**src/rtl/key_scan_pkg.sv**
```systemverilog
// Shared constants for the key scan sequencer: FSM encoding, line count and
// debounce counter width.
package key_scan_pkg;

  localparam logic [1:0] IDLE   = 2'd0;
  localparam logic [1:0] SETTLE = 2'd1;
  localparam logic [1:0] SAMPLE = 2'd2;

  localparam int NUM_LINES = 5;
  localparam int DB_CNT_W  = 4;

endpackage

```
**src/rtl/key_debounce_cell.sv**
```systemverilog
// Per-line debouncer: flips its state after DebounceCount consecutive disagreeing
// samples; latency one cycle from sample strobe; no backpressure.
module key_debounce_cell
  import key_scan_pkg::*;
#(
  parameter int DebounceCount = 3
) (
  input  logic clk_i,
  input  logic rst_i,
  input  logic sample_i,
  input  logic detect_i,
  output logic state_o,
  output logic press_o
);

  localparam logic [DB_CNT_W-1:0] CNT_LIMIT = DB_CNT_W'(DebounceCount);

  logic [DB_CNT_W-1:0] cnt_q, cnt_d, cnt_inc;
  logic                state_q, state_d;
  logic                press_q, press_d;

  always_comb begin
    cnt_d   = cnt_q;
    state_d = state_q;
    press_d = 1'b0;
    cnt_inc = cnt_q + 1'b1;
    if (sample_i) begin
      if (detect_i == state_q) begin
        cnt_d = '0;
      end else if (cnt_inc >= CNT_LIMIT) begin
        // Flip and restart; the counter never rests above the limit.
        state_d = detect_i;
        cnt_d   = '0;
        press_d = detect_i;
      end else begin
        cnt_d = cnt_inc;
      end
    end
  end

  always_ff @(posedge clk_i or posedge rst_i) begin
    if (rst_i) begin
      cnt_q   <= '0;
      state_q <= 1'b0;
      press_q <= 1'b0;
    end else begin
      cnt_q   <= cnt_d;
      state_q <= state_d;
      press_q <= press_d;
    end
  end

  assign state_o = state_q;
  assign press_o = press_q;

endmodule

```
**src/rtl/key_scan_sequencer.sv**
```systemverilog
// One-hot drive sweep over 5 lines with a single NOR sense return; each line is
// held DwellCycles then sampled, and results are debounced per line.
module key_scan_sequencer
  import key_scan_pkg::*;
#(
  parameter int         DwellCycles     = 4,
  parameter int         DebounceCount   = 3,
  parameter logic [4:0] DriveInvertMask = 5'b00000,
  parameter bit         SenseActiveLow  = 1'b1
) (
  input  logic       GlobalClock,
  input  logic       Reset,
  input  logic       ScanEnable,
  input  logic       Sense_Line,
  output logic       Drive_1,
  output logic       Drive_2,
  output logic       Drive_3,
  output logic       Drive_4,
  output logic       Drive_5,
  output logic [4:0] Key_State,
  output logic [4:0] Key_Press,
  output logic       Scan_Done
);

  localparam logic [7:0] DWELL_RELOAD = 8'(DwellCycles - 1);
  localparam logic       SENSE_IDLE   = SenseActiveLow;

  logic [1:0] sync_q;
  logic       detect;
  logic [1:0] state_q, state_d;
  logic [2:0] ch_q, ch_d;
  logic [7:0] dwell_q, dwell_d;
  logic       done_q, done_d;
  logic [NUM_LINES-1:0] raw_drive;
  logic [NUM_LINES-1:0] drive;

  assign detect = SenseActiveLow ? ~sync_q[1] : sync_q[1];

  always_comb begin
    state_d = state_q;
    ch_d    = ch_q;
    dwell_d = dwell_q;
    done_d  = 1'b0;
    case (state_q)
      IDLE: begin
        if (ScanEnable) begin
          state_d = SETTLE;
          ch_d    = 3'd0;
          dwell_d = DWELL_RELOAD;
        end
      end
      SETTLE: begin
        if (dwell_q == 8'd0) state_d = SAMPLE;
        else                 dwell_d = dwell_q - 8'd1;
      end
      SAMPLE: begin
        done_d  = (ch_q == 3'd4);
        ch_d    = (ch_q == 3'd4) ? 3'd0 : ch_q + 3'd1;
        dwell_d = DWELL_RELOAD;
        state_d = SETTLE;
      end
      default: state_d = IDLE;
    endcase
    // Disable wins over every transition, but a SAMPLE in flight still reports.
    if (!ScanEnable) begin
      state_d = IDLE;
      ch_d    = 3'd0;
      dwell_d = 8'd0;
    end
  end

  always_ff @(posedge GlobalClock or posedge Reset) begin
    if (Reset) begin
      sync_q  <= {2{SENSE_IDLE}};
      state_q <= IDLE;
      ch_q    <= 3'd0;
      dwell_q <= 8'd0;
      done_q  <= 1'b0;
    end else begin
      sync_q  <= {sync_q[0], Sense_Line};
      state_q <= state_d;
      ch_q    <= ch_d;
      dwell_q <= dwell_d;
      done_q  <= done_d;
    end
  end

  for (genvar i = 0; i < NUM_LINES; i++) begin : g_line
    assign raw_drive[i] = (state_q != IDLE) && (ch_q == 3'(i));

    key_debounce_cell #(
      .DebounceCount(DebounceCount)
    ) u_cell (
      .clk_i   (GlobalClock),
      .rst_i   (Reset),
      .sample_i((state_q == SAMPLE) && (ch_q == 3'(i))),
      .detect_i(detect),
      .state_o (Key_State[i]),
      .press_o (Key_Press[i])
    );
  end

  assign drive     = raw_drive ^ DriveInvertMask;
  assign Drive_1   = drive[0];
  assign Drive_2   = drive[1];
  assign Drive_3   = drive[2];
  assign Drive_4   = drive[3];
  assign Drive_5   = drive[4];
  assign Scan_Done = done_q;

endmodule

```
**config.mk**
```make
export PLATFORM = sky130hd
export DESIGN_NAME = key_scan_sequencer
export DESIGN_NICKNAME = d
export VERILOG_FILES = /design/src/rtl/key_scan_pkg.sv /design/src/rtl/key_debounce_cell.sv /design/src/rtl/key_scan_sequencer.sv
export SDC_FILE = /design/constraint.sdc
export NUM_CORES = 1
export LEC_CHECK = 0
export ABC_AREA = 1
export BUFFER_PORTS_ARGS = -buffer_cell sky130_fd_sc_hd__buf_2
export CORE_ASPECT_RATIO = 0.5
export CORE_MARGIN = 5
export CORE_UTILIZATION = 55
export CTS_CLUSTER_DIAMETER = 120
export DETAILED_ROUTE_END_ITERATION = 7
export GPL_ROUTABILITY_DRIVEN = 0
export PLACE_DENSITY = 0.76
export SETUP_SLACK_MARGIN = 0.5
export SYNTH_ARGS = -nofsm -noshare
export SYNTH_HDL_FRONTEND = slang
export SYNTH_SLANG_ARGS = --single-unit
```
**constraint.sdc**
```tcl
create_clock -name GlobalClock -period 2.79 [get_ports GlobalClock]
set_clock_uncertainty 0.15 [all_clocks]
set_input_delay 0.558 -clock GlobalClock [delete_from_list [all_inputs] [get_ports GlobalClock]]
set_output_delay 0.558 -clock GlobalClock [all_outputs]
set_load 0.005 [all_outputs]
```
==> summary.txt <==
Outcome: finished clean
Worst Setup Path Type: flip-flop to output port
IO Count: 20
Iter 0 DRT Violations: 63
Synth Net Count: 332
Post-Synth XOR/XNOR Area: 0.0239
Critical Path AT: 1.40 ns
Rows: 17
Total core area: 4450 um^2
Largest cells by area after synthesis: dfrtp_1 (43%), nand2_1 (11%), ha_1 (8.3%)
Detailed Place HPWL: 3600 um
Cell taking the most area after synthesis: dfrtp_1
Fill cells: 387
Crit path launch type: flip-flop
Worst-path cell chain: inv_1 -> ha_1 -> nand2_1 -> nor2_1 -> buf_2
Crit end category: output port
Clk slew on worst S/H paths: 0.09 ns
Maximum VDD drop: 0.311 mV
CTS H-tree lvls: 2
Adder-Cell Fraction of Synth Area: 0.0830
Post-CTS Setup Inserts: 0
Hold-fix buffers at CTS: 0
Worst reg2reg startpoint: dwell_q[0]
Drt drc: 0
Antenna diodes: 0
Period utilization: 0.757
Worst r2r path cells: 8
CTS tree: yes
Final core occ: 0.622
PostCTS Resize Cnt: 0
Max-Cap Viols: 0
Via density: 5.08
WL/cell: 12.0 um
Bufs on Longest Clock Path: 2
Post-Syn Instances: 311
Total iterations of the first detailed-routing run: 5
Largest family of logic cells by synthesized area: simple AND/OR/NAND/NOR gates
Clk sinks: 46
Final hold vios: 0
Gr usage total: 0.166
Largest net degree at the start of global routing: 27
HP Class: primary input to async pin
First-pass GRT wire length: 8200 um
Cell Pwr Density: 553 nW/um^2
Mux share of post-synthesis cell area: 0
Layout cell share with drive strength beyond 1: 0.146
TritonCTS Buffers: 5
Die area: 6210 um^2
Measured slew at the worst slew-check pin: 0.394 ns
Critical-path top delay cell: dfrtp_1
Via count: 1954
Synth Area in Compound Gates: 0.0425
Top-area cell type share of the netlist area: 0.430
Die Span X: 107 um
Slew margin rel.: 0.738
Root Buffer: clkbuf_8
Post-Syn Area: 2560 um^2
Slew Viols, Final: 0
Worst flop-to-flop path endpoint: dwell_q[3]
Worst path required time: 2.08 ns
I/O Buffers: 19
Chip height: 58.3 um
Initial antenna violation count: 0
Final nets: 348
Ys Warns: 0
Unique masters post-synth: 24
Final TNS setup: 0 ns
Clock Latency Late Sink: 0.29 ns
Seq cells post-synth: 46
Layout area overhead: 7.96%
Simple-Gate Fraction of Synth Area: 0.292
Lkg Pwr: 1.56 nW
Remaining Overflow, GRT: 0
Syn Area/Cell: 8.24 um^2
Final setup vio count: 0
Post-synthesis sequential area ratio: 0.450
Shortest period the worst path allows: 2.11 ns
Initial Util: 0.576
Max Freq: 474 MHz
Final WL: 4630 um
Crit-path max cell delay: 0.44 ns
RSZ-0062 raised after global routing: no
R2R Setup Slk: 1.10 ns
Post-DRT Antenna Nets: 0
CP max FO: 5
Vias in the first global route: 1937
## layout make-up
class / instances / area [um^2] / area share
Timing Repair Buffer: 21 / 110 / 0.0398
Clock inverter: 2 / 37.5 / 0.0136
Clock buffer: 6 / 72.6 / 0.0262
Tap cell: 57 / 71.3 / 0.0258
Multi-Input combinational cell: 202 / 1130 / 0.408
Sequential cell: 46 / 1150 / 0.417
Inverter: 51 / 191 / 0.0692
## placed cells by master (no fill, tap or decap)
cell | netlist | final
clkinv_1 | 0 | 1
nor2_1 | 35 | 35
nor3b_1 | 3 | 3
nand2_2 | 3 | 3
nand3_2 | 4 | 4
clkbuf_8 | 0 | 5
nand2_4 | 1 | 1
or2_2 | 1 | 1
dfrtp_1 | 44 | 44
clkinvlp_4 | 0 | 1
o21ai_0 | 2 | 2
o21ai_1 | 14 | 14
nand4_1 | 9 | 9
nand3_1 | 22 | 22
ha_1 | 17 | 17
buf_2 | 1 | 19
o22ai_1 | 1 | 1
inv_2 | 3 | 3
dfstp_2 | 2 | 2
xor2_1 | 7 | 7
bufinv_16 | 0 | 1
a21boi_0 | 1 | 1
buf_4 | 11 | 2
nor2_4 | 5 | 5
a21oi_1 | 3 | 3
nor2_8 | 1 | 1
clkbuf_1 | 0 | 1
inv_1 | 48 | 47
nand2_1 | 73 | 73
## power breakdown
part | leakage, nW | internal, W | total, W | switching, W
clock | 0.0514 | 0.000267 | 0.000486 | 0.000219
sequential | 0.627 | 0.000707 | 0.000756 | 0.0000486
combinational | 0.882 | 0.0000988 | 0.000288 | 0.000189
total | 1.56 | 0.00107 | 0.00153 | 0.000457
## cell families (layout without fill, tap and decap cells)
family                     after synthesis  count (layout)
and+or+nand+nor                        157             157
adders and majority gates               17              17
DFF                                     46              46
AOI/OAI and AO/OA                       21              21
xor gates and xnor gates                 7               7
buffers and inverters                   63              80
## layer usage
metal  vias up  global-route usage  routed length [um]
li1        989                   -                   -
met1       919               0.197                2080
met2        32               0.300                2280
met3        14              0.0434                 169
met4         0              0.0546                 101
met5         -                   0                   0
## sequential cells by signal (all words and copies together) (netlist names)
| name | cells |
|---|---|
| Scan_Done | 1 |
| ch_q | 3 |
| dwell_q | 8 |
| g_line.u_cell.cnt_q | 20 |
| g_line.u_cell.press_o | 5 |
| g_line.u_cell.state_o | 5 |
| state_q | 2 |
| sync_q | 2 |
## synthesized netlist by cell type (all sizes together)
| cell type | count |
|---|---|
| nand4 | 9 |
| a21oi | 3 |
| nand2 | 77 |
| o21ai | 16 |
| nor2 | 41 |
| buf | 12 |
| ha | 17 |
| or2 | 1 |
| dfstp | 2 |
| a21boi | 1 |
| dfrtp | 44 |
| nand3 | 26 |
| xor2 | 7 |
| o22ai | 1 |
| inv | 51 |
| nor3b | 3 |
## critical path, delay by kind of cell (launching register included)
kind / cells / cell delay [ns]
adder cells (fa/ha/maj): 1 / 0.24
buffers and inverters: 2 / 0.22
flip-flops: 1 / 0.44
AND/OR/NAND/NOR: 2 / 0.20
## stage by stage
stage                     std cells  setup slack (ns)  power (W)  area (um^2)  hold slack, ns
after floorplan                 311             0.998   0.000996         2560           0.195
after global placement          377              1.00    0.00105         2660           0.196
after detailed placement        377              1.00    0.00106         2660           0.201
after CTS                       385             0.677    0.00154         2770           0.142
after global routing            385             0.598    0.00163         2770           0.162
final                           385             0.678    0.00153         2770           0.135
## how the worst max path moves through the flow
stage / startpoint / end / slack (ns) / depth (start not counted)
after global routing: ch_q[0] / Drive_5 / 0.60 / 5
after detailed placement: state_q[0] / Drive_1 / 1.0 / 3
after floorplan: Reset / Scan_Done / 1.0 / 1
final: ch_q[0] / Drive_5 / 0.68 / 5
after CTS: state_q[0] / Drive_1 / 0.68 / 3
after global placement: state_q[0] / Drive_3 / 1.00 / 3
No activity file was read; power rests on OpenSTA's default activity.
